<file path="src/rtl/dl_router_if.sv">
// dl_router_if: ioctl byte stream in, packed target word writes out
interface dl_router_if #(
    parameter int TARGETS = 4,
    parameter int ADDR_W  = 14,
    parameter int DATA_W  = 8
);
    localparam int BPW = DATA_W / 8;
    logic               ioctl_download;
    logic               ioctl_wr;
    logic [24:0]        ioctl_addr;
    logic [7:0]         ioctl_dout;
    logic [7:0]         ioctl_index;
    logic [TARGETS-1:0] tgt_wr;
    logic [ADDR_W-1:0]  tgt_addr;
    logic [DATA_W-1:0]  tgt_data;
    logic [BPW-1:0]     tgt_be;
    modport master (
        output ioctl_download, ioctl_wr, ioctl_addr, ioctl_dout, ioctl_index,
        input  tgt_wr, tgt_addr, tgt_data, tgt_be
    );
    modport slave (
        input  ioctl_download, ioctl_wr, ioctl_addr, ioctl_dout, ioctl_index,
        output tgt_wr, tgt_addr, tgt_data, tgt_be
    );
endinterface

</file>
<file path="src/rtl/dl_router.sv">
// dl_router: routes ioctl downloads to per-index memories as packed words, holding core reset
module dl_router #(
    parameter int TARGETS     = 4,
    parameter int INDEX_BASE  = 0,
    parameter int ADDR_W      = 14,
    parameter int DATA_W      = 8,
    parameter int HOLD_CYCLES = 16
) (
    input  logic               clk_sys,
    input  logic               reset,
    dl_router_if.slave         bus,
    output logic               core_reset,
    output logic               busy,
    output logic [TARGETS-1:0] loaded,
    output logic [TARGETS-1:0] overflow
);
    localparam int BPW = DATA_W / 8;
    localparam int LW  = BPW > 1 ? $clog2(BPW) : 1;
    localparam int TW  = TARGETS > 1 ? $clog2(TARGETS) : 1;
    localparam int CW  = $clog2(HOLD_CYCLES + 1);
    typedef enum logic [1:0] {IDLE, LOAD, FLUSH, HOLD} state_t;
    state_t             state_q, state_d;
    logic [TW-1:0]      tgt_q, tgt_d;
    logic [ADDR_W-1:0]  pend_addr_q, pend_addr_d;
    logic [DATA_W-1:0]  pend_data_q, pend_data_d;
    logic [BPW-1:0]     pend_be_q, pend_be_d;
    logic [CW-1:0]      cnt_q, cnt_d;
    logic [TARGETS-1:0] wr_q, wr_d, loaded_q, loaded_d, ovf_q, ovf_d;
    logic [ADDR_W-1:0]  addr_q, addr_d;
    logic [DATA_W-1:0]  data_q, data_d;
    logic [BPW-1:0]     be_q, be_d;
    logic [24:0]        waddr;
    logic [ADDR_W-1:0]  waddr_lo;
    logic [LW-1:0]      lane;
    logic               oor, idx_ok;
    logic [7:0]         rel;
    logic [DATA_W-1:0]  lane_mask, byte_sh, st_data;
    logic [BPW-1:0]     lane_be, st_be;
    logic [TARGETS-1:0] tgt_oh, sel_oh;
    assign waddr     = bus.ioctl_addr / 25'(BPW);
    assign waddr_lo  = waddr[ADDR_W-1:0];
    assign lane      = LW'(bus.ioctl_addr % 25'(BPW));
    assign oor       = (waddr >> ADDR_W) != '0;
    assign lane_mask = DATA_W'(8'hff) << {lane, 3'b000};
    assign byte_sh   = DATA_W'(bus.ioctl_dout) << {lane, 3'b000};
    assign lane_be   = BPW'(1) << lane;
    assign st_data   = (pend_data_q & ~lane_mask) | byte_sh;
    assign st_be     = pend_be_q | lane_be;
    assign rel       = bus.ioctl_index - 8'(INDEX_BASE);
    assign idx_ok    = bus.ioctl_index >= 8'(INDEX_BASE) && {1'b0, rel} < 9'(TARGETS);
    assign tgt_oh    = TARGETS'(1) << tgt_q;
    assign sel_oh    = TARGETS'(1) << rel;
    always_comb begin
        state_d     = state_q;
        tgt_d       = tgt_q;
        pend_addr_d = pend_addr_q;
        pend_data_d = pend_data_q;
        pend_be_d   = pend_be_q;
        cnt_d       = cnt_q;
        wr_d        = '0;
        addr_d      = addr_q;
        data_d      = data_q;
        be_d        = be_q;
        loaded_d    = loaded_q;
        ovf_d       = ovf_q;
        case (state_q)
            IDLE: if (bus.ioctl_download && idx_ok) begin
                state_d     = LOAD;
                tgt_d       = TW'(rel);
                loaded_d    = loaded_q & ~sel_oh;
                ovf_d       = ovf_q & ~sel_oh;
                pend_addr_d = '0;
                pend_data_d = '0;
                pend_be_d   = '0;
            end
            LOAD: begin
                if (bus.ioctl_wr) begin
                    if (oor) begin
                        ovf_d = ovf_q | tgt_oh;
                    end else if (pend_be_q != '0 && waddr_lo != pend_addr_q) begin
                        // address jump: flush the old word, new byte starts a fresh one
                        wr_d        = tgt_oh;
                        addr_d      = pend_addr_q;
                        data_d      = pend_data_q;
                        be_d        = pend_be_q;
                        pend_addr_d = waddr_lo;
                        pend_data_d = byte_sh;
                        pend_be_d   = lane_be;
                    end else if (&st_be) begin
                        wr_d        = tgt_oh;
                        addr_d      = waddr_lo;
                        data_d      = st_data;
                        be_d        = st_be;
                        pend_data_d = '0;
                        pend_be_d   = '0;
                    end else begin
                        pend_addr_d = waddr_lo;
                        pend_data_d = st_data;
                        pend_be_d   = st_be;
                    end
                end
                if (!bus.ioctl_download) state_d = FLUSH;
            end
            FLUSH: begin
                if (pend_be_q != '0) begin
                    wr_d   = tgt_oh;
                    addr_d = pend_addr_q;
                    data_d = pend_data_q;
                    be_d   = pend_be_q;
                end
                pend_data_d = '0;
                pend_be_d   = '0;
                cnt_d       = '0;
                state_d     = HOLD;
            end
            HOLD: begin
                state_d  = cnt_q == CW'(HOLD_CYCLES - 1) ? IDLE : HOLD;
                loaded_d = cnt_q == CW'(HOLD_CYCLES - 1) ? loaded_q | tgt_oh : loaded_q;
                cnt_d    = cnt_q + 1'b1;
            end
            default: state_d = IDLE;
        endcase
    end
    always_ff @(posedge clk_sys or posedge reset) begin
        if (reset) begin
            state_q     <= IDLE;
            tgt_q       <= '0;
            pend_addr_q <= '0;
            pend_data_q <= '0;
            pend_be_q   <= '0;
            cnt_q       <= '0;
            wr_q        <= '0;
            addr_q      <= '0;
            data_q      <= '0;
            be_q        <= '0;
            loaded_q    <= '0;
            ovf_q       <= '0;
        end else begin
            state_q     <= state_d;
            tgt_q       <= tgt_d;
            pend_addr_q <= pend_addr_d;
            pend_data_q <= pend_data_d;
            pend_be_q   <= pend_be_d;
            cnt_q       <= cnt_d;
            wr_q        <= wr_d;
            addr_q      <= addr_d;
            data_q      <= data_d;
            be_q        <= be_d;
            loaded_q    <= loaded_d;
            ovf_q       <= ovf_d;
        end
    end
    assign bus.tgt_wr   = wr_q;
    assign bus.tgt_addr = addr_q;
    assign bus.tgt_data = data_q;
    assign bus.tgt_be   = be_q;
    assign core_reset   = state_q != IDLE;
    assign busy         = state_q == LOAD || state_q == FLUSH;
    assign loaded       = loaded_q;
    assign overflow     = ovf_q;
endmodule

</file>
<file path="src/flat_wrapper.sv">
// flat-port wrapper written by rule: the top's interface ports become plain ports
module dl_router_flat 
#(
    parameter int TARGETS     = 4,
    parameter int INDEX_BASE  = 0,
    parameter int ADDR_W      = 14,
    parameter int DATA_W      = 8,
    parameter int HOLD_CYCLES = 16
)
  (clk_sys, reset, core_reset, busy, loaded, overflow, bus_ioctl_download, bus_ioctl_wr, bus_ioctl_addr, bus_ioctl_dout, bus_ioctl_index, bus_tgt_wr, bus_tgt_addr, bus_tgt_data, bus_tgt_be);
  dl_router_if #(.TARGETS(TARGETS), .ADDR_W(ADDR_W), .DATA_W(DATA_W)) bus_i ();
  input  logic clk_sys;
  input  logic reset;
  output logic core_reset;
  output logic busy;
  output logic [TARGETS-1:0] loaded;
  output logic [TARGETS-1:0] overflow;
  input wire logic [$bits(bus_i.ioctl_download)-1:0] bus_ioctl_download;
  input wire logic [$bits(bus_i.ioctl_wr)-1:0] bus_ioctl_wr;
  input wire logic [$bits(bus_i.ioctl_addr)-1:0] bus_ioctl_addr;
  input wire logic [$bits(bus_i.ioctl_dout)-1:0] bus_ioctl_dout;
  input wire logic [$bits(bus_i.ioctl_index)-1:0] bus_ioctl_index;
  output wire logic [$bits(bus_i.tgt_wr)-1:0] bus_tgt_wr;
  output wire logic [$bits(bus_i.tgt_addr)-1:0] bus_tgt_addr;
  output wire logic [$bits(bus_i.tgt_data)-1:0] bus_tgt_data;
  output wire logic [$bits(bus_i.tgt_be)-1:0] bus_tgt_be;
  assign bus_i.ioctl_download = bus_ioctl_download;
  assign bus_i.ioctl_wr = bus_ioctl_wr;
  assign bus_i.ioctl_addr = bus_ioctl_addr;
  assign bus_i.ioctl_dout = bus_ioctl_dout;
  assign bus_i.ioctl_index = bus_ioctl_index;
  assign bus_tgt_wr = bus_i.tgt_wr;
  assign bus_tgt_addr = bus_i.tgt_addr;
  assign bus_tgt_data = bus_i.tgt_data;
  assign bus_tgt_be = bus_i.tgt_be;
  dl_router #(.TARGETS(TARGETS), .INDEX_BASE(INDEX_BASE), .ADDR_W(ADDR_W), .DATA_W(DATA_W), .HOLD_CYCLES(HOLD_CYCLES)) u_core (.clk_sys(clk_sys), .reset(reset), .bus(bus_i), .core_reset(core_reset), .busy(busy), .loaded(loaded), .overflow(overflow));
endmodule
</file>
<file path="config.mk">
export PLATFORM = sky130hd
export DESIGN_NAME = dl_router_flat
export DESIGN_NICKNAME = d
export VERILOG_FILES = /design/src/rtl/dl_router_if.sv /design/src/rtl/dl_router.sv /design/src/flat_wrapper.sv
export SDC_FILE = /design/constraint.sdc
export NUM_CORES = 1
export LEC_CHECK = 0
export ABC_AREA = 0
export BUFFER_PORTS_ARGS = -buffer_cell sky130_fd_sc_hd__clkbuf_2
export CAP_MARGIN = 0
export CORE_AREA = 10 10 95 97
export CTS_CLUSTER_SIZE = 10
export DETAILED_ROUTE_END_ITERATION = 10
export DIE_AREA = 0 0 105 107
export PLACE_DENSITY = 0.71
export SYNTH_ARGS = -nofsm -noshare
export SYNTH_HDL_FRONTEND = slang
export SYNTH_SLANG_ARGS = --single-unit
export TNS_END_PERCENT = 30
</file>
<file path="constraint.sdc">
create_clock -name clk_sys -period 2.1 [get_ports clk_sys]
set_clock_uncertainty 0.1 [all_clocks]
set_input_delay 0.21 -clock clk_sys [delete_from_list [all_inputs] [get_ports clk_sys]]
set_output_delay 0.21 -clock clk_sys [all_outputs]
set_load 0.005 [all_outputs]
</file>
# Word level (Yosys, flattened, before mapping)
# Index checks and enable logic that the tools add are counted.
[classes]
magnitude_cmp = 2
n_eq_ne = 13
mux = 46
n_mul = 0
n_reduce_logical = 19
bitwise_logic = 5
n_addsub = 1
div_mod_pow = 0
n_shift = 2
[op_table]
columns = ["op", "count"]
rows = [
  ["two-way mux 14 bit", 8],
  ["two-way mux 8 bit", 8],
  ["case mux 14 bit (2 select lines)", 2],
  ["two-way mux 4 bit", 8],
  ["nonzero test 25 bit", 1],
  ["case mux 4 bit (2 select lines)", 3],
  ["case mux 8 bit (3 select lines)", 1],
  ["case mux 8 bit (2 select lines)", 1],
  ["inequality test 14 bit", 1],
  ["AND reduction 4 bit", 3],
  ["inequality test 2 x 1 -> 1 bit, second input constant", 5],
  ["case mux 5 bit (2 select lines)", 1],
  ["nonzero test 2 bit", 5],
  ["bitwise AND 4 bit", 2],
  [">= comparator 8 x 1 -> 1 bit, second input constant", 1],
  ["< comparator 8 x 3 -> 1 bit, second input constant", 1],
  ["two-way mux 1 bit", 8],
  ["OR 4 bit", 2],
  ["case mux 2 bit (4 select lines)", 1],
  ["left shift 1 x 8 -> 4 bit, first input constant", 1],
  ["two-way mux 2 bit", 3],
  ["inequality test 2 bit, second input constant", 3],
  ["adder 5 x 1 -> 5 bit, second input constant", 1],
  ["== test 5 x 4 -> 1 bit, second input constant", 1],
  ["13 further kinds", 17],
]
[word_totals]
mem_bits_ro = 0
word_cells = 100
latchBits = 0
register_bits = 67
inputBits = 45
memories = 0
mem_bits_rw = 0
out_inout_bits = 37

# Depth between registers and ports, before layout
[depth]
depth_word = 6
depth_mapped = 9
depth_no_buf = 8

# Worst setup path after synthesis
# No wires, ideal clock.
[synth_timing]
path_kind = "reg-to-reg"
from = "register u_core.cnt_q[0]"
to = "register u_core.loaded_q[3] (netlist: u_core.loaded[3])"
setup_time_ns = 0.129
period_less_slack_ns = 1.944
stages_incl_launch_ff = 10
n_path_buf = 1
setup_slack_ns = 0.156
t_arrival_ns = 1.715
t_required_ns = 1.871
path_cell_list = "dfrtp_1 ha_1 and3_1 ha_1 nor2b_1 a21o_1 or2_1 clkbuf_1 o21ba_1 o21ai_1"
[synth_via]
elab_chain_cells = 3
[synth_rtl]
columns = ["element", "line", "source"]
rows = [
  ["start: declaration", "dl_router.sv:27", "logic [CW-1:0] cnt_q, cnt_d;"],
  ["start signal: assignment", "dl_router.sv:144", "cnt_q <= cnt_d;"],
  ["== test 5 x 4 -> 1 bit", "dl_router.sv:118", "loaded_d = cnt_q == CW'(HOLD_CYCLES - 1) ? loaded_q | tgt_oh : loaded_q;"],
  ["inequality test 2 x 1 -> 1 bit (no line)", "--", ""],
  ["AND reduction 3 bit (no line)", "--", ""],
  ["end signal: assignment", "dl_router.sv:149", "loaded_q <= loaded_d;"],
  ["end: declaration", "dl_router.sv:28", "logic [TARGETS-1:0] wr_q, wr_d, loaded_q, loaded_d, ovf_q, ovf_d;"],
]
# Every way passes these cells.
# A chain may end at the register's enable or synchronous reset.

# Worst setup path in the final report
[layout_timing]
from = "register u_core.pend_addr_q[7]"
to = "register u_core.pend_addr_q[5]"
[layout_via]
elab_chain_cells = 4
[layout_rtl]
columns = ["element", "line", "source"]
rows = [
  ["start: declaration", "dl_router.sv:24", "logic [ADDR_W-1:0] pend_addr_q, pend_addr_d;"],
  ["start signal: assignment", "dl_router.sv:141", "pend_addr_q <= pend_addr_d;"],
  ["inequality test 14 bit", "dl_router.sv:80", "end else if (pend_be_q != '0 && waddr_lo != pend_addr_q) begin"],
  ["logical AND 1 bit", "dl_router.sv:80", ""],
  ["inequality test 2 x 1 -> 1 bit (no line)", "--", ""],
  ["AND reduction 5 bit (no line)", "--", ""],
]
# Every way passes these cells.

==> metrics.txt <==
Avg Synthesized Cell Area 11.2 um^2; leakage power 2.07 nW; vias per inst 5.31; total global-route track usage 14.6%; H-tree levels 3; Final Core Density 61.3%; Design Area, Final 4370 um^2; horizontal extent of the die 105 um; commonest cells in the netlist 67 x sky130_fd_sc_hd__dfrtp_1, 34 x sky130_fd_sc_hd__nor2_1, 25 x sky130_fd_sc_hd__a21oi_1, 22 x sky130_fd_sc_hd__a22o_1, 22 x sky130_fd_sc_hd__mux2i_1; maximum buffer depth of the clock tree 2; dominant cell by count in the synthesized netlist sky130_fd_sc_hd__dfrtp_1; DRC marker count from the first detailed-route iteration 83; post-synth design cell area 3310 um^2; initial core utilization 46.4%; total detailed-routing wirelength 8.18 mm; Max transition margin 67.5%; max-slew violations 0; placement row count 31; wire length per cell after detailed routing 16.0 um; number of top-level pins 82; HPWL after DPL 5.99 mm; maximum fanout count along the critical path 5; path type of the worst setup path reg -> reg; synth top area cells sky130_fd_sc_hd__dfrtp_1 51%, sky130_fd_sc_hd__mux2i_1 6.7%, sky130_fd_sc_hd__a22o_1 5.8%; antenna violations before repair 0; aggregate global routing overflow 0; Synth Register Bits 67; insertion delay of the later-clocked pin in the worst-skew pair 0.34 ns; count of inserted antenna diode cells 0; minimum clock period after layout 1.99 ns; number of enable flip-flop cells after synthesis 0; maximum clock frequency 0.501 GHz; Async SR Flop Fraction 100%; clock buffers created by TritonCTS 9; Worst Hold Slack 0.0133 ns; die height 107 um; final-layout setup total negative slack 0 ns; gpl congestion 0.851; Critical Path Source Type flop; library cells used by synthesis 42; count of buffers from port buffering 81; Worst EP arrival 2.13 ns; nets in the synthesized netlist 347; endpoint required time on the critical path 2.23 ns; root buf cell sky130_fd_sc_hd__clkbuf_8; cell area power density 1260 nW/um^2; Detail Route Antenna Nets 0; vias after detailed routing 2714; number of global-route vias before repair 2760; unrepaired setup endpoints after global routing true; share of the clock period used by the worst path after layout 95.0%; first-pass GRT wire length 13.5 mm; Synth top area share 50.6%; residual DRC count 0; share of the yosys chip area belonging to registers 50.6%; clock tree from TritonCTS done; Tightest Pin Transition 0.487 ns; Final Hold Vio Count 0; number of warnings reported in the yosys synthesis log 0; area of the die 11200 um^2; count of TritonRoute iterations in the first routing pass 4; proportion of layout cells with a drive suffix above 1 37.4%; core footprint 7140 um^2; number of clock sinks 67; Critical Path End Type flop; post-synthesis instance total 295; type of the most critical hold path in -> reg; Setup Viol. Count Final 0; area post-placement 3970 um^2; pin count of the biggest net entering global routing 47; status finished, final reports clean; most used flip-flop cell after synthesis sky130_fd_sc_hd__dfrtp_1; worst supply voltage drop on vdd 0.608 mV; Synth area leader sky130_fd_sc_hd__dfrtp_1; total power draw 5.51 mW; MaxCap Viol Count 0; number of nets in the layout 459; CTS clock-pin slew for the worst setup and hold paths 0.08 ns; area delta synth->final 32.0%
[routing by layer]
layer  vias up  global-route usage, %  share of wire (%)
met2        88                   23.3                 48
met4         0                   5.59                1.5
met3        11                   4.73                6.7
li1       1294                      -                  -
met1      1321                   18.1                 44
met5         -                      0                  0
[what timing repair did]
action | 4_1_cts | 5_1_grt
pin swaps | 1 | 3
hold endpoints to repair | 26 | 0
setup endpoints to repair | 14 | 31
setup buffers | 4 | 2
gates resized for setup | 2 | 13
hold buffers | 6 | 0
[cells in the final DEF, fill, tap and decap left out, drive strengths merged, types with 2 or more instances in the layout]
master,instances
o31ai,8
nand2,12
a22o,22
nor4,7
dfrtp,67
nor2,34
nand2b,2
clkinv,2
nand3,4
xor2,15
mux2,2
nor4b,2
bufinv,2
o21ai,18
nor2b,2
a41oi,4
or2,2
inv,12
ha,7
clkbuf,90
dlygate4sd3,6
a21oi,25
buf,26
mux2i,22
nand4,2
nor3,5
[cell families after synthesis]
group / synth area share (%)
mux: 7.33
buf+inv: 3.40
compound gates: 17.4
fa+ha+maj: 2.65
xor+xnor: 3.97
simple gates: 14.6
flops: 50.6
[worst max-delay path, stage by stage, from the launching register on]
cell and delay (ns):
sky130_fd_sc_hd__dfrtp_1 0.41, sky130_fd_sc_hd__xor2_1 0.20, sky130_fd_sc_hd__nor4_4 0.37, sky130_fd_sc_hd__a41oi_2 0.24, sky130_fd_sc_hd__nor3b_4 0.22, sky130_fd_sc_hd__buf_4 0.16, sky130_fd_sc_hd__a22o_1 0.18
[metrics by stage]
stage / setup WS [ns] / instances
2_1_floorplan: 0.107 / 295
3_3_place_gp: -0.101 / 483
3_5_place_dp: -0.158 / 483
4_1_cts: 0.00107 / 509
5_1_grt: -0.0299 / 511
6_report: 0.106 / 511
[sequential cells by signal (all words and copies together) (netlist names)]
name	count
u_core.bus.tgt_addr	14
u_core.bus.tgt_be	1
u_core.bus.tgt_data	8
u_core.bus.tgt_wr	4
u_core.cnt_q	5
u_core.loaded	4
u_core.overflow	4
u_core.pend_addr_q	14
u_core.pend_be_q	1
u_core.pend_data_q	8
u_core.state_q	2
u_core.tgt_q	2
[worst paths after layout]
path / startpoint / to / slack (ns) / cells past startpoint
setup reg to reg: u_core.pend_addr_q[7] / u_core.pend_addr_q[5] / 0.11 / 6
hold / removal: bus_ioctl_dout[2] / u_core.pend_data_q[2] / 0.01 / 2
hold reg to reg: u_core.bus.tgt_be / u_core.bus.tgt_be / 0.37 / 1
min in group asynchronous: reset / u_core.bus.tgt_data[6] / 0.32 / 3
setup / recovery: u_core.pend_addr_q[7] / u_core.pend_addr_q[5] / 0.11 / 6
max in group asynchronous: reset / u_core.pend_addr_q[13] / 0.96 / 4
[report_power, final]
part	internal [mW]	switching, mW	total (mW)	leakage [nW]
Sequential	1.61	0.175	1.78	0.843
Clock	0.676	0.532	1.21	0.110
Combinational	1.11	1.41	2.52	1.11
Total	3.40	2.11	5.51	2.07
[layout make-up]
cell class | instances | area [um^2]
clock buffer | 9 | 124
multi-input combinational | 206 | 1600
timing repair buffer | 113 | 711
inverter | 10 | 37.5
sequential | 67 | 1680
clock inverter | 7 | 98.8
fill | 616 | 2770
tap | 99 | 124
Power figures use the tool's default switching activity.
